`config.mk`:
```
export PLATFORM = sky130hd
export DESIGN_NAME = hbus_master
export DESIGN_NICKNAME = d
export VERILOG_FILES = /design/src/rtl/hbus_types_pkg.sv /design/src/rtl/hbus_rd_pipe.sv /design/src/rtl/hbus_master.sv
export SDC_FILE = /design/constraint.sdc
export NUM_CORES = 1
export LEC_CHECK = 0
export BUFFER_PORTS_ARGS = -buffer_cell sky130_fd_sc_hd__buf_2
export CAP_MARGIN = 20
export CORE_ASPECT_RATIO = 1.2
export CORE_MARGIN = 2
export CORE_UTILIZATION = 50
export DETAILED_ROUTE_END_ITERATION = 12
export PLACE_DENSITY = 0.88
export SLEW_MARGIN = 25
export SYNTH_ARGS = -nofsm -noshare
export SYNTH_HDL_FRONTEND = slang
export SYNTH_HIERARCHICAL = 1
export SYNTH_SLANG_ARGS = --single-unit
```
`constraint.sdc`:
```
create_clock -name clk -period 1.63 [get_ports clk]
set_input_delay 0.489 -clock clk [delete_from_list [all_inputs] [get_ports clk]]
set_output_delay 0.489 -clock clk [all_outputs]
set_load 0.005 [all_outputs]
```
`src/rtl/hbus_types_pkg.sv`:
```
// Shared hbus types: bus width, master FSM states and the read-tag carried
// alongside each read beat while the register block produces its data.
package hbus_types_pkg;

  localparam int IfWidth = 8;

  typedef enum logic [1:0] {
    IDLE  = 2'd0,
    WRITE = 2'd1,
    READ  = 2'd2,
    DRAIN = 2'd3
  } hbus_mst_state_e;

  typedef struct packed {
    logic valid;
    logic last;
  } rd_tag_t;

endpackage

```
`src/rtl/hbus_rd_pipe.sv`:
```
// Read-tag delay line matching the register block read latency; captures
// hdata_i when a tag falls out and presents it on the rdata stream.
module hbus_rd_pipe #(
  parameter int IfWidth   = hbus_types_pkg::IfWidth,
  parameter int RdLatency = 1
) (
  input  logic                   clk,
  input  logic                   rstn,
  input  hbus_types_pkg::rd_tag_t tag_in,
  input  logic [IfWidth-1:0]     hdata_i,
  output logic                   rdata_valid,
  output logic [IfWidth-1:0]     rdata,
  output logic                   rdata_last
);
  import hbus_types_pkg::*;

  rd_tag_t [RdLatency-1:0] vld_pipe;
  rd_tag_t                 tag_out;

  assign tag_out = vld_pipe[RdLatency-1];

  always_ff @(posedge clk) begin
    if (!rstn) begin
      vld_pipe    <= '0;
      rdata_valid <= 1'b0;
      rdata       <= '0;
      rdata_last  <= 1'b0;
    end else begin
      vld_pipe[0] <= tag_in;
      for (int i = 1; i < RdLatency; i++) vld_pipe[i] <= vld_pipe[i-1];
      rdata_valid <= tag_out.valid;
      rdata_last  <= tag_out.valid & tag_out.last;
      if (tag_out.valid) rdata <= hdata_i;
    end
  end

endmodule

```
`src/rtl/hbus_master.sv`:
```
// hbus initiator: accepts single/incrementing burst commands, drives the
// register bus one beat per cycle and returns read data on a stream.
module hbus_master #(
  parameter int IfWidth   = hbus_types_pkg::IfWidth,
  parameter int LenWidth  = 4,
  parameter int RdLatency = 1
) (
  input  logic                clk,
  input  logic                rstn,
  input  logic                cmd_valid,
  output logic                cmd_ready,
  input  logic                cmd_wr,
  input  logic [IfWidth-1:0]  cmd_addr,
  input  logic [LenWidth-1:0] cmd_len,
  input  logic                wdata_valid,
  output logic                wdata_ready,
  input  logic [IfWidth-1:0]  wdata,
  output logic                rdata_valid,
  output logic [IfWidth-1:0]  rdata,
  output logic                rdata_last,
  output logic                busy,
  output logic                hen,
  output logic                hwr_rd,
  output logic [IfWidth-1:0]  haddr,
  output logic [IfWidth-1:0]  hdata_o,
  input  logic [IfWidth-1:0]  hdata_i
);
  import hbus_types_pkg::*;

  hbus_mst_state_e     state_q, state_d;
  logic [IfWidth-1:0]  addr_q;
  logic [LenWidth-1:0] len_q, cnt_q;
  logic                wr_q, rd_last_q;
  logic                cmd_hs, beat_go, last_beat;
  rd_tag_t             tag_in;

  assign cmd_hs      = (state_q == IDLE) && cmd_valid && cmd_ready;
  assign wdata_ready = (state_q == WRITE);
  assign last_beat   = (cnt_q == len_q);
  assign beat_go     = (state_q == READ) || ((state_q == WRITE) && wdata_valid);

  always_comb begin
    state_d = state_q;
    unique case (state_q)
      IDLE:  if (cmd_hs) state_d = cmd_wr ? WRITE : READ;
      WRITE: if (wdata_valid && last_beat) state_d = DRAIN;
      READ:  if (last_beat) state_d = DRAIN;
      // writes leave after their final bus cycle; reads wait for the last rdata
      DRAIN: if (wr_q || (rdata_valid && rdata_last)) state_d = IDLE;
      default: state_d = IDLE;
    endcase
  end

  always_ff @(posedge clk) begin
    if (!rstn) begin
      state_q   <= IDLE;
      addr_q    <= '0;
      len_q     <= '0;
      cnt_q     <= '0;
      wr_q      <= 1'b0;
      rd_last_q <= 1'b0;
      cmd_ready <= 1'b0;
      busy      <= 1'b0;
      hen       <= 1'b0;
      hwr_rd    <= 1'b0;
      haddr     <= '0;
      hdata_o   <= '0;
    end else begin
      state_q   <= state_d;
      cmd_ready <= (state_d == IDLE);
      busy      <= (state_d != IDLE);
      hen       <= beat_go;
      rd_last_q <= (state_q == READ) && last_beat;
      if (cmd_hs) begin
        addr_q <= cmd_addr;
        len_q  <= cmd_len;
        wr_q   <= cmd_wr;
        cnt_q  <= '0;
      end else if (beat_go) begin
        hwr_rd <= (state_q == WRITE);
        haddr  <= addr_q;
        addr_q <= addr_q + 1'b1;
        cnt_q  <= cnt_q + 1'b1;
        if (state_q == WRITE) hdata_o <= wdata;
      end
    end
  end

  // tag rides with the registered bus beat so the pipe depth equals the read latency
  assign tag_in.valid = hen & ~hwr_rd;
  assign tag_in.last  = rd_last_q;

  hbus_rd_pipe #(
    .IfWidth  (IfWidth),
    .RdLatency(RdLatency)
  ) u_rd_pipe (
    .clk        (clk),
    .rstn       (rstn),
    .tag_in     (tag_in),
    .hdata_i    (hdata_i),
    .rdata_valid(rdata_valid),
    .rdata      (rdata),
    .rdata_last (rdata_last)
  );

endmodule

```
==> results.md <==
* Result of the run: finished clean
* Violation count after the first detailed-route iteration at 75
* Overall via count from detail_route at between 1500 and 2000
* Largest cells by area after synthesis: dfxtp_1 50%, nand2_1 11%, a21oi_1 7.5%
* Number of enable-type register cells in the synthesized netlist at 0
* Warnings from Yosys at 6
* Average routed wire per standard cell at roughly 13 um
* Worst-case vdd ir drop at 0.628 mV
* Source-to-sink clock delay at the later pin of the worst-skew pair at just over 0.3 ns
* Max capacitance violation total at 0
* Final critical delay including setup and external delays at between 1.5 and 2 ns
* Hold crit path type: input port to flip-flop
* Arrival @ worst endpoint at 1.07 ns
* Clock transition at the registers of the reported paths at 0.10 ns
* CP max-delay cell: dfxtp_4
* Number of instances in the synthesized netlist at 238
* Cell count after placement at 357
* Starting utilization of the core area at 0.521
* Overall routed net length at 4.84 mm
* CP max stage delay at roughly 0.38 ns
* Number of cells in the finished layout apart from fillers at 365
* R2R setup slack at 0.13 ns
* Portion of the clock cycle consumed by the worst path in the final layout at 0.956
* Leading post-synthesis cells by instance count: 58 x nand2_1, 52 x dfxtp_1, 31 x a21oi_1, 10 x nor2b_1, 8 x mux2i_1
* Most used flip-flop cell after synthesis: dfxtp_1
* Worst Max-Slew Pin Slew at between 0.4 and 0.5 ns
* Number of iterations in the first detailed-routing pass at 7
* Maximum number of pins on one net before global-route repair at 33
* Number of slew-limit violations in the final report at 0
* Data required time of the critical path at roughly 1.1 ns
* Worst setup path category: flip-flop to output port
* PwrDens at around 1100 nW/um2
* Netlist area before placement at 2070 um2
* Total congestion overflow at 0
* Headroom to the max-slew limit at 0.668
* CTS tree: done
* Power, Total at 2.77 mW
* Count of endpoints failing hold in the final timing report at 0
* First-pass GRT wire length at 7.93 mm
* CTS HTree Levels at 2
* Register area at approximately 1000 um2
* Placer's final routability congestion estimate at between 0.8 and 0.9
* Net total in the final layout at 345
* Critical path endpoint category: output port
* Synth unique cells at 44
* Overall fraction of global-route tracks in use at 0.218
* Cells traversed along the worst timing path: buf_4 > nor2b_1 > buf_2
* Maximum buffer depth of the clock tree at 2
* Number of input and output port buffers inserted at 63
* Post-synth ARST share at 0
* Worst path buffer plus inverter count at 2
* Area enclosed by the die boundary at 4670 um2
* Antenna Diode Count at 0
* HPWL after DPL at ~3.5 mm
* Count of endpoints failing setup in the final report at 0
* Share of cells above drive strength 1 at 0.296
* Syn Nets at 273
* Most instantiated library cell after synthesis: nand2_1
* Maximum fanout count along the critical path at 9
* Setup Total Neg Slack at 0 ns
* Static leakage power at about 1.1 nW
* Number of rows created at floorplan at 25
* Number of antenna violations at the first check in global routing at 0
* Via count of the first global-routing pass at 1848
* Die Y-Extent at 74.5 um
* Yosys top cell area share at 0.503
* Sequential fraction of the synthesis area at 0.503
* Antenna viol nets, final at 0
* Fill cell total of the finished layout at 343
* Area Overhead vs Synth at 26.2%
* Maximum clock frequency at 0.642 GHz
* Cell taking the most area after synthesis: dfxtp_1
* Number of buffers created by CTS at 5
* Mean area per synthesized cell at 8.70 um2
* Number of post-CTS setup repair buffers at 0
* Kind of cell adding the most delay to the critical path: flip-flops
* Area of the multi-input gates at 950 um2
* Final Skew at between 0.01 and 0.015 ns
* Chip Width at 62.7 um
* Crit path launch type: flip-flop
* Per-cell via count in the routed design at between 5 and 6
* Worst Slack Setup Final at 0.0715 ns
* Core area at around 4000 um2
* Number of clock sinks at 52
* Flops & latches, synth at 52
* Root Buffer Master: clkbuf_8
* Setup repair after global routing missed its margin: false
* DRC at 0
* Ports placed on the boundary at 64
* Worst-case setup slack after placement at -0.0119 ns
-- report_power, final --
part / internal (mW) / switching (mW) / total (mW) / leakage (nW)
clock: 0.313 / 0.447 / 0.761 / 0.0487
combinational: 0.267 / 0.294 / 0.561 / 0.673
sequential: 1.36 / 0.0812 / 1.45 / 0.423
total: 1.94 / 0.823 / 2.77 / 1.14
-- state kept, by name (all words and copies together), names as in the netlist --
name / flops
wr_q: 1
busy: 1
hdata_o: 8
hen: 1
cnt_q: 4
hwr_rd: 1
u_rd_pipe/rdata_last: 1
haddr: 8
u_rd_pipe/rdata_valid: 1
state_q: 2
len_q: 4
cmd_ready: 1
u_rd_pipe/tag_out: 2
rd_last_q: 1
addr_q: 8
u_rd_pipe/rdata: 8
-- path summary, 6_finish.rpt --
kind | endpoint | from | cells after the start
max | wdata_ready | state_q[0] | 3
min | hdata_o[1] | wdata[1] | 3
max reg2reg | addr_q[6] | addr_q[1] | 4
min reg2reg | u_rd_pipe/tag_out[0] | rd_last_q | 1
-- logic make-up (layout without fill, tap and decap cells) --
family,count (synthesis),in the layout,synth area share
xor+xnor,7,7,0.0296
simple gates,99,99,0.225
mux,8,8,0.0387
fa+ha+maj,2,2,0.0121
buf+inv,16,89,0.0387
flops,52,52,0.503
compound gates,54,54,0.153
-- routing by layer --
layer | track usage | part of all wire | vias up
met2 | 0.411 | 0.52 | 91
met5 | 0 | 0 | -
met1 | 0.229 | 0.39 | 887
li1 | - | - | 955
met4 | 0.0963 | 0.017 | 0
met3 | 0.0605 | 0.064 | 11
-- layout by cell type, fill, tap and decap left out, drive strengths merged, types with 2 or more instances in the layout --
master   instances
nor3             2
dfxtp           52
clkinv           2
buf             79
xor2             5
o21ai            5
nand2           58
or3              2
ha               2
a211oi           2
a31oi            4
a21oi           31
a2bb2oi          2
nor2             8
and3             2
nand3            4
mux2i            8
xnor2            2
nor2b           10
clkbuf           5
and2             4
o211ai           2
inv              3
-- tightest hold or removal path, delay by kind of cell --
| family | cells | cell delay, ns |
|---|---|---|
| buf+inv | 1 | 0.09 |
| compound gates | 1 | 0.05 |
| simple gates | 1 | 0.04 |
-- metrics by stage --
| stage | cell area [um2] | utilization | hold slack, ns |
|---|---|---|---|
| 6_report | 2610 | 0.658 | 0.404 |
| 5_1_grt | 2610 | 0.658 | 0.395 |
| 4_1_cts | 2610 | 0.657 | 0.397 |
| 3_5_place_dp | 2510 | 0.633 | 0.428 |
| 3_3_place_gp | 2510 | 0.633 | 0.415 |
| 2_1_floorplan | 2070 | - | 0.412 |
-- final cells by class --
| cell class | count | area share |
|---|---|---|
| clock buffer | 5 | 0.0263 |
| clock inverter | 3 | 0.0101 |
| inverter | 2 | 0.00287 |
| multi-input combinational | 170 | 0.363 |
| sequential | 52 | 0.400 |
| tap | 54 | 0.0258 |
| timing repair buffer | 79 | 0.171 |
-- repair_timing --
action | 4_1_cts | 5_1_grt
hold buffers | 0 | 0
gates resized for setup | 1 | 2
endpoints found under the setup margin | 1 | 2
(Power assumes the default switching activity.)
